File: src/rtl/imm_ext_fifo.sv
`default_nettype none
// +--------------------------------------------------------------------------+
// | Module   : imm_ext_fifo                                                  |
// | Purpose  : LEGv8 immediate extender feeding a DEPTH-entry output FIFO.   |
// | Revision : 1.0                                                           |
// +--------------------------------------------------------------------------+
module imm_ext_fifo #(
   parameter  int DATA_W = 64,
   parameter  int DEPTH  = 2,
   localparam int CNT_W  = $clog2(DEPTH + 1)
) (
   input  logic              clk,
   input  logic              reset,
   input  logic              in_valid,
   output logic              in_ready,
   input  logic [31:0]       instr,
   input  logic [2:0]        fmt,
   output logic              out_valid,
   input  logic              out_ready,
   output logic [DATA_W-1:0] imm,
   output logic              err,
   output logic [CNT_W-1:0]  count
);

   localparam int               PTR_W    = $clog2(DEPTH);
   localparam logic [CNT_W-1:0] FULL_CNT = CNT_W'(DEPTH);
   localparam logic [CNT_W-1:0] CNT_ONE  = CNT_W'(1);
   localparam logic [PTR_W-1:0] LAST_PTR = PTR_W'(DEPTH - 1);
   localparam logic [PTR_W-1:0] PTR_ONE  = PTR_W'(1);

   logic [63:0]       ext_full;
   logic              ext_err;
   logic [5:0]        iw_shift;
   logic              push;
   logic              pop;
   logic              unused_bits;

   logic [DATA_W:0]   mem_q [DEPTH];
   logic [PTR_W-1:0]  wr_ptr_q, wr_ptr_d;
   logic [PTR_W-1:0]  rd_ptr_q, rd_ptr_d;
   logic [CNT_W-1:0]  count_q, count_d;

   function automatic logic [PTR_W-1:0] ptr_inc(input logic [PTR_W-1:0] p);
      return (p == LAST_PTR) ? '0 : p + PTR_ONE;
   endfunction

   // Every format is built at full 64-bit width; truncation happens on write.
   always_comb begin
      ext_full = '0;
      ext_err  = 1'b0;
      iw_shift = {instr[22:21], 4'b0000};
      case (fmt)
         3'd0:    ext_full = {52'd0, instr[21:10]};
         3'd1:    ext_full = {{55{instr[20]}}, instr[20:12]};
         3'd2:    ext_full = {{36{instr[25]}}, instr[25:0], 2'b00};
         3'd3:    ext_full = {{43{instr[23]}}, instr[23:5], 2'b00};
         3'd4:    ext_full = {48'd0, instr[20:5]} << iw_shift;
         default: ext_err  = 1'b1;
      endcase
   end

   assign unused_bits = ^{instr[31:26], ext_full};

   assign in_ready  = (count_q < FULL_CNT);
   assign out_valid = (count_q != '0);
   assign push      = in_valid && in_ready;
   assign pop       = out_valid && out_ready;
   assign count     = count_q;

   // Gating with out_valid makes imm/err read zero straight out of reset.
   assign {err, imm} = out_valid ? mem_q[rd_ptr_q] : '0;

   always_comb begin
      wr_ptr_d = push ? ptr_inc(wr_ptr_q) : wr_ptr_q;
      rd_ptr_d = pop  ? ptr_inc(rd_ptr_q) : rd_ptr_q;
      count_d  = count_q;
      case ({push, pop})
         2'b10:   count_d = count_q + CNT_ONE;
         2'b01:   count_d = count_q - CNT_ONE;
         default: count_d = count_q;
      endcase
   end

   always_ff @(posedge clk) begin
      if (push) begin
         mem_q[wr_ptr_q] <= {ext_err, ext_full[DATA_W-1:0]};
      end
   end

   always_ff @(posedge clk or posedge reset) begin
      if (reset) begin
         wr_ptr_q <= '0;
         rd_ptr_q <= '0;
         count_q  <= '0;
      end else begin
         wr_ptr_q <= wr_ptr_d;
         rd_ptr_q <= rd_ptr_d;
         count_q  <= count_d;
      end
   end

endmodule
`default_nettype wire
File: config.mk
export PLATFORM = sky130hd
export DESIGN_NAME = imm_ext_fifo
export DESIGN_NICKNAME = d
export VERILOG_FILES = /design/src/rtl/imm_ext_fifo.sv
export SDC_FILE = /design/constraint.sdc
export NUM_CORES = 1
export LEC_CHECK = 0
export ABC_CLOCK_PERIOD_IN_PS = 4620
export BUFFER_PORTS_ARGS = -buffer_cell sky130_fd_sc_hd__buf_2
export CAP_MARGIN = 15
export CORE_ASPECT_RATIO = 0.8
export CORE_MARGIN = 8
export CORE_UTILIZATION = 56
export CTS_CLUSTER_SIZE = 10
export DETAILED_ROUTE_END_ITERATION = 8
export PLACE_DENSITY = 0.91
export SYNTH_ARGS = -nofsm -noshare
export SYNTH_HDL_FRONTEND = slang
export SYNTH_SLANG_ARGS = --single-unit
File: constraint.sdc
create_clock -name clk -period 4.62 [get_ports clk]
set_input_delay 0.924 -clock clk [delete_from_list [all_inputs] [get_ports clk]]
set_output_delay 0.924 -clock clk [all_outputs]
set_load 0.005 [all_outputs]
Word level (Yosys, flattened, before mapping)
Memory sizes are Yosys's and may differ from the RTL's.
Index checks and enable logic that the tools add are counted.
{ "word_totals": {"register_bits": 4, "ramBits": 130, "memories": 1} }
{ "op_classes": {"addsub": 4, "n_lt_le_gt_ge": 1, "eq_ne": 6, "n_shift": 1, "n_mux": 8, "reduce_logical": 6} }
{ "mem_list": {"columns": ["name", "depth", "word_bits", "read_ports", "rd_clocked_by_memory_dff", "wr", "line_no", "source"], "rows": [
  ["mem_q", 2, 65, 1, 0, 1, "38", "logic [DATA_W:0] mem_q [DEPTH];"]
]} }
{ "ops": {"columns": ["operator", "count"], "rows": [
  ["one-hot mux 64 bit (5 select lines)", 1],
  ["2-to-1 mux 65 bit", 1],
  ["left shift 16 x 6 -> 64 bit", 1],
  ["== test 3 x 2 -> 1 bit (second input constant)", 2],
  ["2-to-1 mux 1 bit", 5],
  ["OR reduction 5 bit", 1],
  ["one-hot mux 2 bit (2 select lines)", 1],
  ["nonzero test 2 bit", 2],
  ["== test 3 x 1 -> 1 bit (second input constant)", 1],
  ["== test 3 bit (second input constant)", 1],
  ["zero test 3 bit", 1],
  ["adder 1 bit (second input constant)", 2],
  ["adder 2 x 1 -> 2 bit (second input constant)", 1],
  ["== test 2 x 1 -> 1 bit (second input constant)", 1],
  ["== test 2 bit (second input constant)", 1],
  ["logical AND 1 bit", 2],
  ["< comparator 2 bit (second input constant)", 1],
  ["subtractor 2 x 1 -> 2 bit (second input constant)", 1]
]} }

Logic depth before layout (Yosys ltp)
{ "depth": {"word_depth": 4, "ltp_mapped": 7, "depth_no_buf": 7} }

Worst setup path before layout
Ideal clock, no wire load.
{ "synth_timing": {"path_type": "input port to flip-flop", "from": "input port in_valid", "to": "memory mem_q[0][0] (netlist bit) (enable)", "arrival_ps": 3742, "required_time_ps": 4132, "slack_ps": 389, "cell_stages": 2, "path_cell_list": "nand2_1 nor2_1"} }
{ "synth_via": {"elab_chain_len": 3} }
{ "synth_rtl": {"columns": ["element", "line_no", "source"], "rows": [
  ["from (decl)", "14", "input logic in_valid,"],
  ["logical AND 1 bit", "66", "assign push = in_valid && in_ready;"],
  ["2-to-1 mux 1 bit", "85", "if (push) begin"],
  ["2-to-1 mux 1 bit (implied by the code)", "86", "mem_q[wr_ptr_q] <= {ext_err, ext_full[DATA_W-1:0]};"],
  ["to (decl)", "38", null]
]} }
Every way passes these cells.

Worst setup path after layout
{ "layout_timing": {"from": "register rd_ptr_q", "to": "output port imm[40]"} }
{ "layout_via": {"elab_chain_len": 2} }
{ "layout_rtl": {"columns": ["element", "line_no", "source"], "rows": [
  ["from (decl)", "40", "logic [PTR_W-1:0] rd_ptr_q, rd_ptr_d;"],
  ["from (signal assigned)", "97", "rd_ptr_q <= rd_ptr_d;"],
  ["memory (2 x 65 bit)", null, null],
  ["2-to-1 mux 65 bit", "71", "assign {err, imm} = out_valid ? mem_q[rd_ptr_q] : '0;"],
  ["to (decl)", "20", "output logic [DATA_W-1:0] imm,"]
]} }
Every way passes these cells.

==> impl_metrics.yaml <==
outcome:
  status: "complete, no violations"
cts:
  cts.sinks: 134
  postCtsSetupBuffers: 0
  h-tree-depth: 4
  clkLatencyLatePin_ns: 0.42
  clkTransAtPathRegs_ns: 0.06
  cts_tree: "built"
  clock_path_buffers: 2
  cts_made_buffers: 17
  cts_resized: 0
  hold_buffers: 0
  cts_root_buf: "clkbuf_16"
pwr:
  pwr-share-comb: 0.287
  p_leak_uw: 0.00326
  seqPwrFrac: 0.422
  irDropWorstVdd_mv: 0.393
  power_density_nw_per_um2: 591
  switching_share: 0.323
  internal_power_uw: 2940
  switchingPower_uw: 1400
  clockPowerShare: 0.291
yosys:
  syn_area_per_cell_sq_um: 13.8
  yosysSeqAreaShare: 0.643
  synthFlopType: "edfxtp_1"
  synth_edf_count: 130
  ys_warn_count: 0
  ys_ff_latch: 134
  synth_nets: 491
  netlist_instances: 451
  synthDistinctLibCells: 40
  syn_area_sq_um: 6220
  async_flop_share: 0.0299
timing:
  final_max_slew_viol_count: 0
  fmax_mhz: 311
  fin_crit_sh: 0.695
  clock_skew_ns: 0.00507
  period_minus_slack_ns: 3.21
  rsz0062_at_grt: "false"
  max_slew_margin: 0.223
  tightestPinTransition_ns: 1.17
  setup_viol: 0
  finalHoldViolations: 0
  finalSetupTns_ns: 0
cells_and_area:
  register_area_sq_um: 4010
  final_cell_mix: "130 x edfxtp_1, 101 x buf_2, 77 x nor2_1"
  multi_input_area_sq_um: 2020
  area_growth_pct: 17.9
  fillerInstances: 792
  drive_gt1_frac: 0.272
  antenna_cells: 0
  final_common_cell: "edfxtp_1"
  nNetsFinal: 582
  final_area_sq_um: 7340
grt:
  grt-ovfl-total: 0
  grt_pass1_wl_um: 23000
  antenna_found_initial: 0
  grt_usage: 0.206
  grt_max_degree: 67
  grt_pass1_vias: 4251
drt:
  dr.pass1.iters: 5
  drtIter0Drc: 495
  viasPerCell: 5.93
  drc: 0
  wl_per_cell_um: 21.3
  routed_wl_um: 14900
  final_antenna_net_count: 0
  vias: 4142
hold_path:
  hp-class: "input pin to async pin"
critical_path:
  start_kind: "register"
  r2r-start: "count[0]$_DFFE_PP0P_"
  arrival_ns: 2.29
  reg2regPathDepth: 8
  endpoint_kind: "primary output"
  crit_type: "register to primary output"
  worstPathMaxFanout: 66
  cp.required_ns: 3.70
  r2r_slack_ns: 2.14
  rr_endpoint: "count[1]$_DFFE_PP0P_"
placed_design:
  dp_hpwl_um: 9740
  place_area_sq_um: 6780
  port-buffer-count: 101
  gp_congestion: 0.910
floorplanning:
  io_pins: 108
  die-area_sq_um: 14800
  die_x_um: 134
  row_count: 34
  die_height_um: 110
  core_sq_um: 10800
  start_util: 0.574
run:
  cap_viol_max_count: 0
-- cell families (layout without fill, tap and decap cells) --
group | Yosys count | in the layout | synth area share
compound gates | 81 | 81 | 0.101
mux | 77 | 77 | 0.132
fa+ha+maj | 1 | 1 | 0.00201
xor+xnor | 5 | 5 | 0.00704
simple gates | 111 | 111 | 0.0798
buf+inv | 42 | 146 | 0.0350
flops | 134 | 134 | 0.643
-- cell usage after synthesis, types with 4 or more instances --
library cell,count,area (sq um)
mux2i_1,72,721
mux4_2,4,90.1
a211o_1,5,43.8
edfxtp_1,130,3900
inv_1,8,30.0
nand2_1,13,48.8
clkbuf_1,11,41.3
nor2_1,79,297
o21ai_0,4,20.0
dfrtp_1,4,100
buf_2,14,70.1
a21oi_1,10,50.1
a22o_1,6,52.6
buf_6,5,56.3
a22oi_1,4,30.0
a221o_1,9,90.1
a21o_1,38,285
nand2b_1,5,31.3
xnor2_1,4,35.0
-- stage by stage --
stage	setup slack, ns	hold slack [ns]	total power, uW	util	std cells
2_1_floorplan	0.389	0.460	2550	-	451
4_1_cts	1.44	0.375	4370	0.676	699
3_3_place_gp	1.83	0.528	3060	0.625	667
3_5_place_dp	1.75	0.562	3110	0.625	667
5_1_grt	1.32	0.389	4550	0.676	699
6_report	1.41	0.383	4340	0.676	699
-- registers in the layout, summed over array words and instances (netlist names) --
name,flops
mem_q,130
count,2
rd_ptr_q,1
wr_ptr_q,1
-- critical path: stages (launching register included) --
cell	delay, ns
dfrtp_4	1.19
mux2i_1	0.40
nor2_1	0.07
buf_2	0.16
-- cell type report --
class                      instances  share of cell area
clock buffer                      18              0.0585
clock inverter                    14              0.0176
inverter                           8             0.00409
multi-input combinational        275               0.275
sequential                       134               0.546
tap                              144              0.0246
timing repair buffer             106              0.0740
-- power groups by stage --
stage | Sequential, uW | Combinational (uW) | Clock [uW]
global route | 1860 | 1370 | 1320
floorplan | 1700 | 852 | 0
global placement | 1840 | 1220 | 0
finish | 1830 | 1240 | 1260
CTS | 1830 | 1260 | 1270
detailed placement | 1850 | 1260 | 0
-- worst max-delay path by stage --
stage | from | end | slack (ns)
after floorplan | in_valid | mem_q[0][0]$_DFFE_PP_ | 0.39
after global placement | fmt[0] | mem_q[0][38]$_DFFE_PP_ | 1.83
after detailed placement | fmt[0] | mem_q[1][41]$_DFFE_PP_ | 1.75
after CTS | rd_ptr_q$_DFFE_PP0P_ | imm[40] | 1.44
after global routing | rd_ptr_q$_DFFE_PP0P_ | imm[40] | 1.32
final | rd_ptr_q$_DFFE_PP0P_ | imm[40] | 1.41
-- metal layers --
metal | up-vias | GRT usage | part of all wire
met1 | 2010 | 0.257 | 0.41
li1 | 1877 | - | -
met2 | 231 | 0.327 | 0.47
met4 | 0 | 0.0807 | 0.014
met3 | 24 | 0.0734 | 0.10
met5 | - | 0 | 0
Power figures use the tool's default switching activity.
